**config.mk**
```make
export PLATFORM = sky130hd
export DESIGN_NAME = clock_step_control_flat
export DESIGN_NICKNAME = d
export VERILOG_FILES = /design/src/rtl/clock_ctrl_pkg.sv /design/src/rtl/clock_step_control_if.sv /design/src/rtl/clock_gate_cell.sv /design/src/rtl/clock_step_control.sv /design/src/flat_wrapper.sv
export SDC_FILE = /design/constraint.sdc
export NUM_CORES = 1
export LEC_CHECK = 0
export CAP_MARGIN = 40
export CORE_UTILIZATION = 35
export CTS_CLUSTER_SIZE = 16
export DETAILED_ROUTE_END_ITERATION = 10
export DONT_BUFFER_PORTS = 1
export PLACE_DENSITY = 0.63
export SYNTH_ARGS = -nofsm -noshare
export SYNTH_HDL_FRONTEND = slang
export SYNTH_SLANG_ARGS = --single-unit
```
**constraint.sdc**
```tcl
create_clock -name clk_in -period 2.15 [get_ports clk_in]
set_clock_uncertainty 0.15 [all_clocks]
set_input_delay 0.1075 -clock clk_in [delete_from_list [all_inputs] [get_ports clk_in]]
set_output_delay 0.1075 -clock clk_in [all_outputs]
set_load 0.01 [all_outputs]
```
**src/rtl/clock_ctrl_pkg.sv**
```systemverilog
// Shared encodings for the clock step controller.
// Command opcodes and per-channel FSM states.
package clock_ctrl_pkg;

   typedef enum logic [1:0] {
      OP_HALT = 2'b00,
      OP_RUN  = 2'b01,
      OP_STEP = 2'b10,
      OP_RSVD = 2'b11
   } op_e;

   typedef enum logic [1:0] {
      ST_HALT = 2'b00,
      ST_RUN  = 2'b01,
      ST_STEP = 2'b10
   } state_e;

   function automatic int ch_w(input int n);
      return (n > 1) ? $clog2(n) : 1;
   endfunction

endpackage

```
**src/rtl/clock_step_control_if.sv**
```systemverilog
// Command channel from the debug monitor to the clock controller.
// Valid/ready request plus a one-cycle error pulse back.
interface clock_step_control_if
   import clock_ctrl_pkg::*;
#(
   parameter int NUM_CH = 2,
   parameter int CNT_W  = 16
);
   localparam int CH_W = ch_w(NUM_CH);

   logic             cmd_valid;
   logic             cmd_ready;
   logic [CH_W-1:0]  cmd_ch;
   op_e              cmd_op;
   logic [CNT_W-1:0] cmd_count;
   logic             cmd_err;

   modport master (
      output cmd_valid, cmd_ch, cmd_op, cmd_count,
      input  cmd_ready, cmd_err
   );

   modport slave (
      input  cmd_valid, cmd_ch, cmd_op, cmd_count,
      output cmd_ready, cmd_err
   );

endinterface

```
**src/rtl/clock_gate_cell.sv**
```systemverilog
// Glitch-free clock gate: enable captured while clock is low,
// so a change of en can never truncate a high phase.
module clock_gate_cell (
   input  logic clk_in,
   input  logic en,
   output logic clk_out
);

   logic en_l;

   always_latch begin
      if (!clk_in) en_l <= en;
   end

   assign clk_out = clk_in & en_l;

endmodule

```
**src/rtl/clock_step_control.sv**
```systemverilog
// Multi-channel clock controller: per channel run, halt or
// single-step N cycles, with registered enable and gated clock.
module clock_step_control
   import clock_ctrl_pkg::*;
#(
   parameter int NUM_CH    = 2,
   parameter int CNT_W     = 16,
   parameter bit RESET_RUN = 1'b1
) (
   input  logic              clk_in,
   input  logic              reset,
   clock_step_control_if.slave cmd,
   output logic [NUM_CH-1:0] clk_en,
   output logic [NUM_CH-1:0] clk_out,
   output logic [NUM_CH-1:0] ch_busy,
   output logic [NUM_CH-1:0] step_done
);

   localparam int CH_W = ch_w(NUM_CH);
   localparam int PAD  = 1 << CH_W;

   logic [PAD-1:0] busy_pad;
   logic           ch_ok;
   logic           acc;
   logic           err_q, err_d;

   // Out-of-range channels read as idle so they are never stalled
   always_comb begin
      busy_pad = '0;
      busy_pad[NUM_CH-1:0] = ch_busy;
   end

   assign ch_ok = 32'(cmd.cmd_ch) < NUM_CH;
   assign cmd.cmd_ready = !reset &&
      !(cmd.cmd_op == OP_STEP && busy_pad[cmd.cmd_ch]);
   assign acc = cmd.cmd_valid && cmd.cmd_ready;

   assign err_d = acc && (cmd.cmd_op == OP_RSVD || !ch_ok);
   assign cmd.cmd_err = err_q;

   always_ff @(posedge clk_in) begin
      if (reset) err_q <= 1'b0;
      else       err_q <= err_d;
   end

   for (genvar i = 0; i < NUM_CH; i++) begin : g_ch
      state_e           st_q, st_d;
      logic [CNT_W-1:0] rem_q, rem_d;
      logic             en_q, en_d;
      logic             done_q, done_d;
      logic             hit;

      assign hit = acc && ch_ok && cmd.cmd_op != OP_RSVD &&
                   cmd.cmd_ch == CH_W'(i);

      always_comb begin
         st_d   = st_q;
         rem_d  = rem_q;
         done_d = 1'b0;
         if (st_q == ST_STEP && rem_q != '0) begin
            rem_d = rem_q - 1'b1;
            if (rem_q == CNT_W'(1)) begin
               st_d   = ST_HALT;
               done_d = 1'b1;
            end
         end
         // An accepted command overrides any step completing now
         if (hit) begin
            unique case (cmd.cmd_op)
               OP_HALT: begin
                  st_d = ST_HALT; rem_d = '0; done_d = 1'b0;
               end
               OP_RUN: begin
                  st_d = ST_RUN; rem_d = '0; done_d = 1'b0;
               end
               OP_STEP: begin
                  rem_d = cmd.cmd_count;
                  if (cmd.cmd_count == '0) begin
                     st_d = ST_HALT; done_d = 1'b1;
                  end else begin
                     st_d = ST_STEP; done_d = 1'b0;
                  end
               end
               default: ;
            endcase
         end
         en_d = (st_d == ST_RUN) || (st_d == ST_STEP);
      end

      always_ff @(posedge clk_in) begin
         if (reset) begin
            st_q   <= RESET_RUN ? ST_RUN : ST_HALT;
            rem_q  <= '0;
            en_q   <= RESET_RUN;
            done_q <= 1'b0;
         end else begin
            st_q   <= st_d;
            rem_q  <= rem_d;
            en_q   <= en_d;
            done_q <= done_d;
         end
      end

      assign clk_en[i]    = en_q;
      assign ch_busy[i]   = st_q == ST_STEP;
      assign step_done[i] = done_q;

      clock_gate_cell u_gate (
         .clk_in  (clk_in),
         .en      (en_q),
         .clk_out (clk_out[i])
      );
   end

endmodule

```
**src/flat_wrapper.sv**
```systemverilog
// flat-port wrapper written by rule: the top's interface ports become plain ports
module clock_step_control_flat import clock_ctrl_pkg::*;
#(
   parameter int NUM_CH    = 2,
   parameter int CNT_W     = 16,
   parameter bit RESET_RUN = 1'b1
)
  (clk_in, reset, clk_en, clk_out, ch_busy, step_done, cmd_cmd_valid, cmd_cmd_ch, cmd_cmd_op, cmd_cmd_count, cmd_cmd_ready, cmd_cmd_err);
  clock_step_control_if #(.NUM_CH(NUM_CH), .CNT_W(CNT_W)) cmd_i ();
  input  logic clk_in;
  input  logic reset;
  output logic [NUM_CH-1:0] clk_en;
  output logic [NUM_CH-1:0] clk_out;
  output logic [NUM_CH-1:0] ch_busy;
  output logic [NUM_CH-1:0] step_done;
  input wire logic [$bits(cmd_i.cmd_valid)-1:0] cmd_cmd_valid;
  input wire logic [$bits(cmd_i.cmd_ch)-1:0] cmd_cmd_ch;
  input wire logic [$bits(cmd_i.cmd_op)-1:0] cmd_cmd_op;
  input wire logic [$bits(cmd_i.cmd_count)-1:0] cmd_cmd_count;
  output wire logic [$bits(cmd_i.cmd_ready)-1:0] cmd_cmd_ready;
  output wire logic [$bits(cmd_i.cmd_err)-1:0] cmd_cmd_err;
  assign cmd_i.cmd_valid = cmd_cmd_valid;
  assign cmd_i.cmd_ch = cmd_cmd_ch;
  assign cmd_i.cmd_op = cmd_cmd_op;
  assign cmd_i.cmd_count = cmd_cmd_count;
  assign cmd_cmd_ready = cmd_i.cmd_ready;
  assign cmd_cmd_err = cmd_i.cmd_err;
  clock_step_control #(.NUM_CH(NUM_CH), .CNT_W(CNT_W), .RESET_RUN(RESET_RUN)) u_core (.clk_in(clk_in), .reset(reset), .cmd(cmd_i), .clk_en(clk_en), .clk_out(clk_out), .ch_busy(ch_busy), .step_done(step_done));
endmodule
```
Yosys cells after proc, flatten, opt, wreduce, memory -nomap -nowiden

Index checks and enable logic that the tools add are counted.

Input bits: 22
Latch bits: 2
Output and inout port bits: 10
Bits in registers: 41
Logic and storage cells: 75

Mux-type cells: 28
Equality and inequality tests: 12
$add $sub $neg: 2
Reductions and logical operators: 18
$lt $le $gt $ge: 1
Bitwise gates (word level): 3

Operator list:

| cell                  | number |
|---|---|
| $mux 16               | 4 |
| $pmux 16 s2           | 2 |
| $eq 16x1->1 const B   | 2 |
| $reduce_bool 16->1    | 2 |
| $sub 16x1->16 const B | 2 |
| $logic_not 16->1      | 1 |
| $mux 2                | 7 |
| $eq 2x2->1 const B    | 6 |
| $pmux 2 s3            | 2 |
| $mux 1                | 11 |
| $logic_and 1x1->1     | 9 |
| $eq 2x1->1 const B    | 3 |
| $pmux 1 s2            | 2 |
| $and 1x1->1           | 2 |
| $logic_not 1->1       | 2 |
| $logic_not 2->1       | 1 |
| $logic_or 1x1->1      | 2 |
| $lt 1x2->1 const B    | 1 |
| $ne 2x2->1 const B    | 1 |
| $reduce_or 2->1       | 1 |
| $not 1->1             | 1 |

Logic depth before layout (Yosys ltp)

Word-level depth: 12
Mapped depth: 9
Depth with buffers taken out: 7

Cells and area by module

From an unflattened synthesis, not the netlist that was laid out.

Cell total of the unflattened synthesis: 304
Area, all modules: 2481.1 µm²

By module, submodules not included:

| module             | area each (µm²) | times used | cells an instance | sequential area each (µm²) |
|---|---|---|---|---|
| clock_step_control | 2438.6          | 1          | 300               | 820.8 |
| clock_gate_cell    | 21.3            | 2          | 2                 | 0.0 |

==> impl_metrics.yaml <==
outcome:
  status: "complete, but fails checks"
  violations: "negative hold slack, negative setup slack"
worst_setup_path:
  cp-end-kind: "primary output"
  r2r_setup_slack_ns: -0.03
  worstRegToRegCells: 5
  r2r_end: "u_core.g_ch[0].en_q$_SDFF_PP1_"
  cp.depth: 1
  crit_type: "latch -> out"
  critPathLaunch: "u_core.g_ch[1].u_gate.en_l$_DLATCH_N_"
  cp.required_ns: 1.89
  slowest_delay_ns: 0.40
  cp.arrival_ns: 2.02
  crit_buf_inv: 0
  crit_fanout: 1
  r2r_start: "u_core.g_ch[0].rem_q[11]$_SDFF_PP0_"
  worstPathCellList: "and2_4"
  crit_family: "latches"
  critPathSlowestCell: "dlxtn_2"
  critPathLaunchType: "latch"
  endpoint: "clk_out[1]"
timing:
  hold_violations: 1
  rsz0062_at_grt: "true"
  worstMarginPinSlew_ns: 0.645
  hold-worst-slack_ns: -0.0266
  setup_viol: 5
  slew_headroom_pct: 56.9
  tns_ns: -0.301
  report.final.slew_viol_count: 0
  finalWorstSetupSlack_ns: -0.130
synthesis:
  synth-main-ff-cell: "dfxtp_1"
  syn-cell-area_um2: 2680
  syn_inst: 315
  syn_avg_cell_area_um2: 8.51
  synth-seq-cells: 43
  synth.net_count: 342
  yosysUniqueCellTypes: 55
  synthArstFlopShare_pct: 0
  synth_edf_count: 0
  ys_warn_count: 0
pwr:
  power_uw: 2200
  power_density_nw_per_um2: 621
  irDropWorstVdd_v: 0.000344
  leakage_uw: 0.00126
routing:
  drtIter0Drc: 156
  wire_per_inst_um: 16.7
  drc: 0
  antenna_left: 0
  wl_um: 7620
  via_per_inst: 5.75
  first_pass_iters: 4
  vias: 2621
placement:
  place_inst: 415
  port_buffers: 0
  gp_congestion: 0.900
  dpl.hpwl_um: 5230
global_route:
  grt_pass1_vias: 2608
  grt_pass1_wl_um: 12200
  antenna_found_initial: 0
  grt_max_degree: 48
  grt_usage_pct: 20.3
  overflow: 0
cells_and_area:
  layout.cells.non_filler: 456
  area_growth_pct: 32.1
  n_antenna_cell: 0
  final_core_util_pct: 48.3
  drive_above_1_share_pct: 25.5
  layout.nets: 382
floorplanning:
  initial_core_util_pct: 36.6
  io_pins: 32
  dieWidth_um: 89.5
  dieArea_um2: 8010
  die_height_um: 89.5
  fp-row-count: 31
  coreArea_um2: 7330
worst_hold_path:
  hp-class: "in -> reg"
job:
  drv_cap: 0
cts:
  cts_tree: "yes"
  clk_latency_ns: 0.39
  path_clk_slew_ns: 0.08
-- power by group --
part / internal, uW / switching, uW / leakage (uW) / total, uW
combinational: 211 / 242 / 0.000810 / 454
sequential: 817 / 32.9 / 0.000351 / 850
clock: 542 / 354 / 0.0000987 / 896
total: 1570 / 629 / 0.00126 / 2200
-- cells by family after synthesis --
family	synth area share, %
fa+ha+maj	2.33
compound gates	26.0
simple gates	24.5
latches	1.12
xor+xnor	6.86
buf+inv	6.58
mux	2.01
flops	30.6
-- sequential cells by signal, summed over array words and instances (netlist names) --
signal                   count
u_core.g_ch.u_gate.en_l      2
u_core.g_ch.rem_q           32
u_core.cmd.cmd_err           1
u_core.g_ch.st_q             4
u_core.g_ch.en_q             2
u_core.g_ch.done_q           2
-- final cells by class --
cell class	instances	area, um^2
Timing Repair Buffer	59	534
Clock buffer	12	166
Fill cell	668	3790
Clock inverter	1	5.00
Tap cell	99	124
Sequential cell	43	855
Inverter	7	26.3
Multi-Input combinational cell	235	1830
-- cell usage in the layout, fill, tap and decap left out, drive strengths merged, types with 3 or more instances in the layout --
cell / n
a21oi: 29
nor4: 10
or2: 5
nor2: 18
nor3: 9
nand3b: 6
nand2b: 6
nand4b: 6
o31ai: 3
xnor2: 13
ha: 5
or3: 9
dfxtp: 41
dlygate4sd3: 21
o22ai: 3
xor2: 8
inv: 7
clkbuf: 12
mux2: 3
nand2: 10
nand3: 4
a2111oi: 3
nand4: 6
a211oi: 20
a221oi: 10
buf: 36
nor2b: 5
o21ai: 17
-- layer usage --
layer / part of all wire, % / routed length (um) / global-route usage [%] / vias to the layer above
li1: - / - / - / 1264
met1: 43 / 3280 / 24.7 / 1245
met2: 49 / 3730 / 33.2 / 88
met3: 4.7 / 361 / 5.72 / 24
met4: 3.2 / 244 / 9.09 / 0
met5: 0 / 0 / 0 / -
-- worst min path at each step --
stage	startpoint	end	slack (ns)	depth (start not counted)
floorplan	cmd_cmd_count[13]	u_core.g_ch[1].rem_q[13]$_SDFF_PP0_	0.12	2
global placement	reset	u_core.g_ch[0].rem_q[15]$_SDFF_PP0_	0.03	1
detailed placement	reset	u_core.g_ch[0].rem_q[15]$_SDFF_PP0_	0.03	1
CTS	cmd_cmd_valid	u_core.g_ch[0].st_q[0]$_SDFF_PP1_	0.005	3
global route	cmd_cmd_count[13]	u_core.g_ch[0].st_q[1]$_SDFF_PP0_	0.01	4
finish	cmd_cmd_count[13]	u_core.g_ch[0].st_q[1]$_SDFF_PP0_	-0.03	4
-- synth_stat cells, drive strengths merged, types with 2 or more instances --
cell type / number / area (um^2)
a2111oi: 3 / 70.1
a211oi: 20 / 165
a21o: 2 / 15.0
a21oi: 29 / 145
a221oi: 10 / 93.8
a32oi: 2 / 17.5
and2: 2 / 12.5
and3b: 2 / 17.5
and4b: 2 / 20.0
buf: 11 / 78.8
clkbuf: 19 / 71.3
dfxtp: 41 / 821
dlxtn: 2 / 30.0
ha: 5 / 62.6
inv: 7 / 26.3
mux2: 3 / 33.8
mux2i: 2 / 20.0
nand2: 10 / 37.5
nand2b: 6 / 37.5
nand3: 4 / 20.0
nand3b: 6 / 45.0
nand4: 6 / 37.5
nand4b: 6 / 52.6
nor2: 18 / 67.6
nor2b: 5 / 31.3
nor3: 9 / 45.0
nor3b: 2 / 15.0
nor4: 10 / 75.1
o21ai: 17 / 85.1
o22ai: 3 / 18.8
o31ai: 3 / 22.5
or2: 5 / 31.3
or3: 9 / 56.3
or4: 2 / 18.8
or4b: 2 / 20.0
xnor2: 13 / 114
xor2: 8 / 70.1
-- stage by stage --
| step | instance area, um^2 | setup WS (ns) | hold slack, ns |
|---|---|---|---|
| detailed placement | 2890 | -0.0943 | 0.0313 |
| CTS | 3350 | -0.135 | 0.00528 |
| floorplan | 2690 | -0.0213 | 0.119 |
| finish | 3540 | -0.130 | -0.0266 |
| global route | 3540 | -0.161 | 0.0101 |
| global placement | 2890 | -0.0619 | 0.0313 |
-- what timing repair did --
item                                    in CTS  in global routing
hold endpoints to repair                    41                  0
hold buffers                                24                  0
pin swaps                                    2                 16
buffers inserted                             1                  3
gates resized for setup                      8                 30
endpoints found under the setup margin      13                 25
Note: power is estimated with default switching activity, not from simulation.
